===== src/rtl/processor_pkg.sv =====
`default_nettype none
// ============================================================================
// Module      : processor_pkg
// Description : Shared definitions for the asm18 operand stage: opcode
//               encodings, condition codes, wait FSM states and the imm8
//               sign-extension helper.
// Revision    : 1.0 - initial parametrised release
// ============================================================================
package processor_pkg;

    // Widest address the sign-extension helper serves; callers truncate.
    localparam int EXT_W = 64;

    // Opcode field code_word[17:14]
    localparam logic [3:0] OP_REG_ADD_IMM8 = 4'd0;
    localparam logic [3:0] OP_REG_ADD      = 4'd1;
    localparam logic [3:0] OP_REG_SUB      = 4'd2;
    localparam logic [3:0] OP_REG_AND      = 4'd3;
    localparam logic [3:0] OP_REG_OR       = 4'd4;
    localparam logic [3:0] OP_REG_XOR      = 4'd5;
    localparam logic [3:0] OP_LOAD         = 4'd6;
    localparam logic [3:0] OP_STORE        = 4'd7;
    localparam logic [3:0] OP_IF           = 4'd8;
    localparam logic [3:0] OP_CALL_IMM14   = 4'd9;
    localparam logic [3:0] OP_RETURN       = 4'd10;
    localparam logic [3:0] OP_WAIT         = 4'd11;

    // Stack pointer register index, read as the call target memory address
    localparam logic [2:0] SP_REG = 3'd7;

    // Condition codes carried in code_word[10:8] for OP_IF
    localparam logic [2:0] IF_EQZ    = 3'd0;
    localparam logic [2:0] IF_NEZ    = 3'd1;
    localparam logic [2:0] IF_LTZ    = 3'd2;
    localparam logic [2:0] IF_GEZ    = 3'd3;
    localparam logic [2:0] IF_GTZ    = 3'd4;
    localparam logic [2:0] IF_LEZ    = 3'd5;
    localparam logic [2:0] IF_ALWAYS = 3'd6;
    localparam logic [2:0] IF_NEVER  = 3'd7;

    typedef enum logic [1:0] {
        RUN        = 2'd0,
        WAIT_COUNT = 2'd1,
        WAIT_EVENT = 2'd2
    } wait_state_t;

    function automatic logic [EXT_W-1:0] sign_extend8(input logic [7:0] value);
        return {{(EXT_W-8){value[7]}}, value};
    endfunction

endpackage
`default_nettype wire


===== src/rtl/if_control.sv =====
`default_nettype none
// ============================================================================
// Module      : if_control
// Description : Evaluates the OP_IF condition on a two's-complement operand.
// Ports       : data (operand), if_op (condition code), condition_true (result)
// Revision    : 1.0 - initial parametrised release
// ============================================================================
module if_control
    import processor_pkg::*;
#(
    parameter int WORD_SIZE = 18
) (
    input  logic [WORD_SIZE-1:0] data,
    input  logic [2:0]           if_op,
    output logic                 condition_true
);

    logic is_zero;
    logic is_neg;

    assign is_zero = (data == '0);
    assign is_neg  = data[WORD_SIZE-1];

    always_comb begin
        condition_true = 1'b0;
        case (if_op)
            IF_EQZ:    condition_true = is_zero;
            IF_NEZ:    condition_true = !is_zero;
            IF_LTZ:    condition_true = is_neg;
            IF_GEZ:    condition_true = !is_neg;
            IF_GTZ:    condition_true = !is_neg && !is_zero;
            IF_LEZ:    condition_true = is_neg || is_zero;
            IF_ALWAYS: condition_true = 1'b1;
            default:   condition_true = 1'b0;
        endcase
    end

endmodule
`default_nettype wire


===== src/rtl/processor_operand_stage_operand_forward.sv =====
`default_nettype none
// ============================================================================
// Module      : operand_forward
// Description : Priority mux selecting a register operand from the writeback
//               forwarding ports; lowest matching port index wins, otherwise
//               the register file data passes through.
// Ports       : read_addr, rf_data, fwd_write_enable/addr/data (packed by
//               port), operand (selected value)
// Revision    : 1.0 - initial parametrised release
// ============================================================================
module operand_forward #(
    parameter int WORD_SIZE = 18,
    parameter int FWD_PORTS = 2
) (
    input  logic [2:0]                     read_addr,
    input  logic [WORD_SIZE-1:0]           rf_data,
    input  logic [FWD_PORTS-1:0]           fwd_write_enable,
    input  logic [3*FWD_PORTS-1:0]         fwd_write_addr,
    input  logic [WORD_SIZE*FWD_PORTS-1:0] fwd_write_data,
    output logic [WORD_SIZE-1:0]           operand
);

    // Walk from the oldest port to the youngest so the youngest match is the
    // last assignment and therefore wins.
    always_comb begin
        operand = rf_data;
        for (int k = FWD_PORTS - 1; k >= 0; k--) begin
            if (fwd_write_enable[k] && (fwd_write_addr[3*k +: 3] == read_addr)) begin
                operand = fwd_write_data[WORD_SIZE*k +: WORD_SIZE];
            end
        end
    end

endmodule
`default_nettype wire


===== src/rtl/processor_operand_stage.sv =====
`default_nettype none
// ============================================================================
// Module      : processor_operand_stage
// Description : asm18 stage-2 operand fetch. Reads two register operands with
//               writeback forwarding, issues load/store/call memory accesses,
//               resolves if/call/return and runs a timed or event-driven wait.
// Ports       : clock/reset_n; upstream slot (no_operation, ip, ip_plus_one,
//               code_word); hold_in, wake_event, wait_abort; memory port
//               (combinational); register file read port; forwarding ports;
//               registered downstream outputs; ip_to_call/call_performed
//               redirect; waiting_global.
// Revision    : 1.0 - initial parametrised release
// ============================================================================
module processor_operand_stage
    import processor_pkg::*;
#(
    parameter int ADDR_SIZE     = 18,
    parameter int WORD_SIZE     = 18,
    parameter int FWD_PORTS     = 2,
    parameter int WAIT_CNT_BITS = 8
) (
    input  logic                           clock,
    input  logic                           reset_n,
    input  logic                           no_operation,
    input  logic [ADDR_SIZE-1:0]           ip,
    input  logic [ADDR_SIZE-1:0]           ip_plus_one,
    input  logic [WORD_SIZE-1:0]           code_word,
    input  logic                           hold_in,
    input  logic                           wake_event,
    input  logic                           wait_abort,
    output logic [ADDR_SIZE-1:0]           memory_addr,
    output logic                           memory_write_enable,
    output logic [WORD_SIZE-1:0]           memory_in,
    output logic [2:0]                     reg_read_addr0,
    output logic [2:0]                     reg_read_addr1,
    input  logic [WORD_SIZE-1:0]           reg_read_data0,
    input  logic [WORD_SIZE-1:0]           reg_read_data1,
    input  logic [FWD_PORTS-1:0]           fwd_write_enable,
    input  logic [3*FWD_PORTS-1:0]         fwd_write_addr,
    input  logic [WORD_SIZE*FWD_PORTS-1:0] fwd_write_data,
    output logic                           no_operation_out,
    output logic [WORD_SIZE-1:0]           alu_data0_out,
    output logic [WORD_SIZE-1:0]           alu_data1_out,
    output logic [WORD_SIZE-1:0]           code_word_out,
    output logic [ADDR_SIZE-1:0]           data1_plus_imm8_out,
    output logic                           return_performed,
    output logic [ADDR_SIZE-1:0]           ip_to_call,
    output logic                           call_performed,
    output logic                           waiting_global
);

    // Instruction fields
    logic [3:0]  op;
    logic [2:0]  rx;
    logic [2:0]  ry;
    logic [7:0]  imm8;
    logic [13:0] imm14;

    assign op    = code_word[17:14];
    assign rx    = code_word[13:11];
    assign ry    = code_word[10:8];
    assign imm8  = code_word[7:0];
    assign imm14 = code_word[13:0];

    wait_state_t              state_q, state_d;
    logic [WAIT_CNT_BITS-1:0] counter_q, counter_d;

    logic                 active;
    logic                 wait_accept;
    logic [WORD_SIZE-1:0] data0;
    logic [WORD_SIZE-1:0] data1;
    logic [ADDR_SIZE-1:0] imm8_sext;
    logic [ADDR_SIZE-1:0] data1_plus_imm8;
    logic [ADDR_SIZE-1:0] ip_plus_imm8;
    logic                 if_ok;

    assign active      = !no_operation && (state_q == RUN) && !hold_in;
    assign wait_accept = active && (op == OP_WAIT);

    // Calls push the return address through the stack pointer.
    assign reg_read_addr0 = rx;
    assign reg_read_addr1 = (op == OP_CALL_IMM14) ? SP_REG : ry;

    operand_forward #(
        .WORD_SIZE (WORD_SIZE),
        .FWD_PORTS (FWD_PORTS)
    ) u_forward0 (
        .read_addr        (reg_read_addr0),
        .rf_data          (reg_read_data0),
        .fwd_write_enable (fwd_write_enable),
        .fwd_write_addr   (fwd_write_addr),
        .fwd_write_data   (fwd_write_data),
        .operand          (data0)
    );

    operand_forward #(
        .WORD_SIZE (WORD_SIZE),
        .FWD_PORTS (FWD_PORTS)
    ) u_forward1 (
        .read_addr        (reg_read_addr1),
        .rf_data          (reg_read_data1),
        .fwd_write_enable (fwd_write_enable),
        .fwd_write_addr   (fwd_write_addr),
        .fwd_write_data   (fwd_write_data),
        .operand          (data1)
    );

    if_control #(
        .WORD_SIZE (WORD_SIZE)
    ) u_if_control (
        .data           (data0),
        .if_op          (ry),
        .condition_true (if_ok)
    );

    assign imm8_sext       = ADDR_SIZE'(sign_extend8(imm8));
    assign data1_plus_imm8 = data1[ADDR_SIZE-1:0] + imm8_sext;
    assign ip_plus_imm8    = ip + imm8_sext;

    // Memory port and redirect. Address and data follow the opcode even in
    // idle slots; only the strobes are gated by active.
    always_comb begin
        memory_addr         = data1_plus_imm8;
        memory_in           = data0;
        memory_write_enable = 1'b0;
        call_performed      = 1'b0;
        ip_to_call          = ip_plus_imm8;
        if (op == OP_CALL_IMM14) begin
            memory_addr = data1[ADDR_SIZE-1:0];
            memory_in   = WORD_SIZE'(ip_plus_one);
            ip_to_call  = ADDR_SIZE'(imm14);
        end
        if (active) begin
            case (op)
                OP_STORE:      memory_write_enable = 1'b1;
                OP_CALL_IMM14: begin
                    memory_write_enable = 1'b1;
                    call_performed      = 1'b1;
                end
                OP_IF:         call_performed = if_ok;
                default:       ;
            endcase
        end
    end

    // Wait FSM next state. The counter runs even while hold_in is high so a
    // timed wait always lasts exactly imm8 cycles.
    always_comb begin
        state_d   = state_q;
        counter_d = counter_q;
        case (state_q)
            RUN: begin
                if (wait_accept) begin
                    if (imm8 != 8'd0) begin
                        state_d   = WAIT_COUNT;
                        counter_d = WAIT_CNT_BITS'(imm8);
                    end else begin
                        state_d = WAIT_EVENT;
                    end
                end
            end
            WAIT_COUNT: begin
                if (wait_abort || (counter_q == WAIT_CNT_BITS'(1))) begin
                    state_d   = RUN;
                    counter_d = '0;
                end else begin
                    counter_d = counter_q - WAIT_CNT_BITS'(1);
                end
            end
            WAIT_EVENT: begin
                if (wait_abort || wake_event) begin
                    state_d   = RUN;
                    counter_d = '0;
                end
            end
            default: begin
                state_d   = RUN;
                counter_d = '0;
            end
        endcase
    end

    // Downstream register next values; the bubble flag also covers the wait
    // instruction itself and every cycle spent waiting.
    logic no_operation_out_d;
    logic return_performed_d;

    assign no_operation_out_d = no_operation || (state_q != RUN) || wait_accept;
    assign return_performed_d = active && (op == OP_RETURN);

    always_ff @(posedge clock or negedge reset_n) begin
        if (!reset_n) begin
            state_q             <= RUN;
            counter_q           <= '0;
            no_operation_out    <= 1'b1;
            return_performed    <= 1'b0;
            alu_data0_out       <= '0;
            alu_data1_out       <= '0;
            code_word_out       <= '0;
            data1_plus_imm8_out <= '0;
        end else begin
            state_q   <= state_d;
            counter_q <= counter_d;
            if (!hold_in) begin
                no_operation_out    <= no_operation_out_d;
                return_performed    <= return_performed_d;
                alu_data0_out       <= data0;
                alu_data1_out       <= data1;
                code_word_out       <= code_word;
                data1_plus_imm8_out <= data1_plus_imm8;
            end
        end
    end

    assign waiting_global = (state_q != RUN);

endmodule
`default_nettype wire


===== config.mk =====
export PLATFORM = sky130hd
export DESIGN_NAME = processor_operand_stage
export DESIGN_NICKNAME = d
export VERILOG_FILES = /design/src/rtl/processor_pkg.sv /design/src/rtl/if_control.sv /design/src/rtl/processor_operand_stage_operand_forward.sv /design/src/rtl/processor_operand_stage.sv
export SDC_FILE = /design/constraint.sdc
export NUM_CORES = 1
export LEC_CHECK = 0
export ABC_AREA = 1
export CORE_MARGIN = 2
export CORE_UTILIZATION = 37
export CTS_BUF_LIST = sky130_fd_sc_hd__clkbuf_2
export DETAILED_ROUTE_END_ITERATION = 16
export PLACE_DENSITY = 0.75
export SYNTH_ARGS = -nofsm -noshare
export SYNTH_HDL_FRONTEND = slang
export SYNTH_SLANG_ARGS = --single-unit

===== constraint.sdc =====
create_clock -name clock -period 10.8 [get_ports clock]
set_input_delay 2.16 -clock clock [delete_from_list [all_inputs] [get_ports clock]]
set_output_delay 2.16 -clock clock [all_outputs]
set_load 0.01 [all_outputs]

======== Word-level counts from Yosys, hierarchy flattened ========
Cells that the tools add are included.
storage, ports and cells
  word-level logic and storage cells ...... 82
  output and inout bits ................... 137
  register bits ........................... 84
operators by class
  eq/ne operators ......................... 22
  add/sub/neg operators ................... 3
  reductions and logical operators ........ 26
  muxes and demuxes ....................... 23
operator list
  cell                   count
  $mux W18               7
  $add A18 B18 Y18       2
  $mux W8                4
  $pmux W8 S3            1
  $logic_not A18 Y1      1
  $eq A4 B4 Y1 const B   4
  $eq A3 B3 Y1           4
  $eq A3 B3 Y1 const B   3
  $logic_and A1 B1 Y1    9
  $eq A8 B1 Y1 const B   1
  $mux W2                4
  $reduce_bool A8 Y1     1
  $sub A8 B1 Y8 const B  1
  $pmux W1 S7            1
  $eq A3 B2 Y1 const B   2
  $ne A2 B2 Y1 const B   3
  $pmux W2 S3            1
  $reduce_and A3 Y1      2
  $logic_or A1 B1 Y1     5
  $eq A4 B3 Y1 const B   1
  $logic_not A1 Y1       4
  $eq A3 B1 Y1 const B   1
  $logic_not A3 Y1       1
  $mux W1                3
  other kinds (8)        8

======== Depth between registers and ports, before layout ========
  depth after elaboration ................. 10
  gate-level depth with buffers ........... 26

======== By module ========
From an unflattened synthesis, not the netlist that was laid out.
second synthesis, totals
  cell total of the unflattened synthesis .. 1,262
  area total of the unflattened synthesis .. 7,633.6 um2
modules (own cells, without submodules)
  module                   seq. area each (um2)  area each (um2)  cells each  instances
  processor_operand_stage  2,103.3               6,052.1          905         1
  operand_forward          0.0                   705.7            159         2
  if_control               0.0                   170.2            39          1

======== Least setup slack after synthesis ========
Ideal clock, no wire load.
  kind .................................... input port to output port
  start ................................... in code_word[16]
  end ..................................... out memory_addr[14]
  data arrival time ....................... 5.289 ns
  stages .................................. 24
  setup slack ............................. 3.351 ns
  path through ............................ inv_1 nand4_2 nand2_1 inv_1 o21ai_0 nor2_1 nand2_1 buf_2 nand3_1 o21ai_1 inv_1 ha_1 fa_1 nand3_1 nand2_1 a31oi_1 o21ai_1 a21boi_0 o21ai_1 nand2_1 nand2_1 nand2_1 nand3_1 nand2_1
between the ends
  word-level cells in the longest chain between the ends .. 8
  elaborated cells on any way between the ends .. 10
  those cells by class .................... add/sub (1); eq/ne (3); mux (4); reduce/logical (2)
ends and longest elaborated chain
  what                         line                                           text
  start: declaration           processor_operand_stage.sv:27                  input logic [WORD_SIZE-1:0] code_word,
  $eq A4 B4 Y1 (*)             processor_operand_stage.sv:82                  assign reg_read_addr1 = (op == OP_CALL_IMM14) ? SP_REG : ry;
  $mux W3 (*)                  processor_operand_stage.sv:82
  named net reg_read_addr1[0]  processor_operand_stage.sv:35                  output logic [2:0] reg_read_addr1,
  $eq A3 B3 Y1                 processor_operand_stage_operand_forward.sv:28  if (fwd_write_enable[k] && (fwd_write_addr[3*k +: 3] == read_addr)) begin
  $logic_and A1 B1 Y1          processor_operand_stage_operand_forward.sv:28
  $mux W18                     processor_operand_stage_operand_forward.sv:28
  $mux W18 (*)                 processor_operand_stage_operand_forward.sv:28
  named net data1[0]           processor_operand_stage.sv:71                  logic [WORD_SIZE-1:0] data1;
  $add A18 B18 Y18 (*)         processor_operand_stage.sv:117                 assign data1_plus_imm8 = data1[ADDR_SIZE-1:0] + imm8_sext;
  $mux W18 (*)                 processor_operand_stage.sv:128                 if (op == OP_CALL_IMM14) begin
  end: declaration             processor_operand_stage.sv:31                  output logic [ADDR_SIZE-1:0] memory_addr,
Mark *: on every way through the listed nets, which the timed path passes. The rest lies on a longest branch.

======== Worst setup path after layout ========
  start ................................... in code_word[14]
  end ..................................... out memory_addr[14]
between the ends
  word-level cells in the longest chain between the ends .. 8
  elaborated cells on any way between the ends .. 10
  those cells by class .................... add/sub (1); eq/ne (3); mux (4); reduce/logical (2)
ends and longest elaborated chain
  what                  line
  $eq A4 B4 Y1 (*)      processor_operand_stage.sv:82
  $mux W3 (*)           processor_operand_stage.sv:82
  $eq A3 B3 Y1          processor_operand_stage_operand_forward.sv:28
  $logic_and A1 B1 Y1   processor_operand_stage_operand_forward.sv:28
  $mux W18              processor_operand_stage_operand_forward.sv:28
  $mux W18 (*)          processor_operand_stage_operand_forward.sv:28
  named net data1[0]    processor_operand_stage.sv:71
  $add A18 B18 Y18 (*)  processor_operand_stage.sv:117
  $mux W18 (*)          processor_operand_stage.sv:128
Marked as above.

==> out/qor.yml <==
status:
  status: "completed"
placement:
  place.port_buffers: 276
  hpwl_mm: 19.2
  dp_slack_ns: 1.42
  place_congestion: 0.910
  dp.cells: 1473
timing:
  fin_setup_tns_ns: 0
  fmax_mhz: 107
  finalHoldViolCount: 0
  slew_headroom: 0.255
  period_needed_ns: 9.38
  setup_viol: 0
  tightestPinTransition_ns: 1.12
  skew_ns: 0.00961
  fin_crit_sh: 0.868
  layout_setup_ws_ns: 1.42
  maxSlewViolCount: 0
  grt_setup_unrepaired: "false"
synthesis:
  synth-xor-area-share: 0.0418
  synthMuxAreaShare: 0
  ys_warn_count: 0
  synth_compound_area_frac: 0.189
  synth_simple_gate_area_share: 0.292
  yosysSeqAreaShare: 0.314
  postSynthAreaPerCell_um2: 6.66
  async_reset_ff_frac: 1.00
  yosysTopAreaCell: "dfrtp_1"
  synth-adder-area-share: 0.0732
  synth_top_family_by_area: "simple AND/OR/NAND/NOR gates"
  yosys.area.top_type_share: 0.310
  syn_inst: 1006
  syn_nets: 1184
  ys_ff_latch: 84
  yosys_most_used_dff: "dfrtp_1"
  syn-cell-area_mm2: 0.00670
  synth_edf_count: 0
  synthDistinctLibCells: 43
  yosys-top-cells-area: "dfrtp_1 (31%), nand2_1 (17%), o21ai_0 (11%)"
drt:
  wirelength_mm: 24.5
  drtAntennaViolNets: 0
  drt_iter0_markers: 446
  vias_per_cell: 5.15
  detail_route.first_pass.iterations: 5
  wl_per_cell_um: 16.4
  vias: 7680
  drc_errors: 0
setup_path:
  worstRegToRegCells: 11
  critPathSlowestCell: "nand2_1"
  start_kind: "input pin"
  cp_data_arrival_time_ns: 7.22
  crit_fanout: 25
  max_stage_delay_ns: 0.56
  cpMostUsedCell: "nand2_1"
  crit_type: "input pin to output port"
  worstPathRequired_ns: 8.64
  cp-end-kind: "output port"
power:
  pwr-share-seq: 0.319
  leakagePower_nw: 4.53
  netSwitchingPower_mw: 0.507
  swShare: 0.397
  internal-power_mw: 0.769
  p_comb_frac: 0.513
  p_per_area_mw_per_mm2: 131
  power_mw: 1.28
  ir_worst_vdd_mv: 0.0985
  clkPwrFrac: 0.168
flow_run:
  drv_cap: 0
die:
  pin_count: 277
  rows: 49
  core_area_mm2: 0.0178
  die_y_um: 139
  die_w_um: 139
  start_util: 0.376
  die-area_mm2: 0.0192
finish:
  final.fill_count: 1766
  final_cell_mix: "nand2_1 (312), clkdlybuf4s50_1 (274), o21ai_0 (145), inv_1 (99), dfrtp_1 (83)"
  drive_gt1_frac: 0.0373
  area_delta_synth_final_pct: 45.2
  fin_cells: 1490
  layout.nets: 1433
  final_common_cell: "nand2_1"
cts:
  cts_resized: 0
  h-tree-depth: 3
  cts_hold_buf: 0
  clock-sinks: 84
  cts.path.max_buffers: 2
  cts_setup_buffers: 0
  clk_latency_ns: 0.60
  cts_tree: "done"
  cts_buffers: 9
  cts_root_buf: "clkbuf_2"
  path_clk_slew_ns: 0.26
hold_path:
  min_path_cells: 2
  min_path_type: "register to register"
grt:
  grt_max_degree: 94
  antenna_found_initial: 1
  track_usage: 0.253
  grt_pass1_wl_mm: 38.5
  grt.overflow.total: 0
  grt_pass1_vias: 7205
==> path summary, 6_finish.rpt <==
path                                        start           endpoint  slack (ns)
worst max-delay path                code_word[14]    memory_addr[14]        1.42
worst min-delay path            alu_data0_out[13]  alu_data0_out[13]        0.52
worst max register to register         state_q[0]       counter_q[1]        8.82
worst min register to register  alu_data0_out[13]  alu_data0_out[13]        0.52
max in group asynchronous                 reset_n   alu_data1_out[6]        8.26
min in group asynchronous                 reset_n  alu_data0_out[15]        1.45
==> power groups by stage <==
stage               registers, mW  clock network (mW)  logic, mW
floorplan                   0.428                   0      0.314
global placement            0.411                   0      0.649
detailed placement          0.413                   0      0.655
CTS                         0.407               0.222      0.658
global route                0.415               0.232      0.722
finish                      0.406               0.214      0.654
==> worst max-delay path: cells and delay by family <==
kind,cells,cell delay [ns]
compound gates,5,1.04
fa+ha+maj,2,0.67
buf+inv,5,1.47
simple gates,14,1.88
==> flip-flops by register name (all words and copies together), names as in the netlist <==
register,count
data1_plus_imm8_out,18
counter_q,8
code_word_out,18
return_performed,1
alu_data0_out,18
state_q,2
no_operation_out,1
alu_data1_out,18
==> cell type report <==
type / instances / area [um^2] / share of cell area
Tap cell: 229 / 287 / 0.0294
Multi-Input combinational cell: 773 / 3990 / 0.410
Antenna cell: 1 / 2.50 / 0.000257
Timing Repair Buffer: 281 / 2800 / 0.287
Inverter: 106 / 398 / 0.0409
Clock inverter: 7 / 105 / 0.0108
Clock buffer: 9 / 45.0 / 0.00463
Sequential cell: 84 / 2100 / 0.216
==> Yosys cell counts, types with 2 or more instances <==
library cell,n
o21ai_0,145
xor2_1,19
nand3b_1,5
a31oi_1,3
ha_1,36
buf_2,9
nor2_1,44
buf_4,3
o31ai_1,3
a21boi_0,4
nor3_1,9
clkbuf_1,28
o22ai_1,7
nand4_1,5
nand3_1,77
buf_6,3
o21ai_1,17
fa_1,2
inv_1,100
dfrtp_1,83
inv_2,6
a21oi_1,40
o211ai_1,6
nand2_1,312
or2_2,5
a21o_1,2
xnor2_1,13
o21ai_2,3
nand2_2,3
==> cells by family (layout without fill, tap and decap cells) <==
group,Yosys count,in the layout
AO/OA/AOI/OAI,236,236
adder cells (fa/ha/maj),38,38
XOR/XNOR,32,32
flip-flops,84,84
AND/OR/NAND/NOR,467,467
other,0,1
buffers and inverters,149,403
==> per-stage QoR <==
step	cell area, um^2	util	hold WS, ns
3_5_place_dp	9580	0.537	0.469
3_3_place_gp	9580	0.537	0.466
4_1_cts	9730	0.545	0.524
6_report	9730	0.545	0.521
2_1_floorplan	6700	-	0.494
5_1_grt	9730	0.545	0.546
==> layer usage <==
metal | up-vias | GRT usage | share of wire
met3 | 46 | 0.0566 | 0.070
li1 | 3818 | - | -
met2 | 292 | 0.424 | 0.47
met4 | 0 | 0.0972 | 0.033
met1 | 3524 | 0.319 | 0.42
met5 | - | 0 | 0
Note: power is estimated with default switching activity, not from simulation.
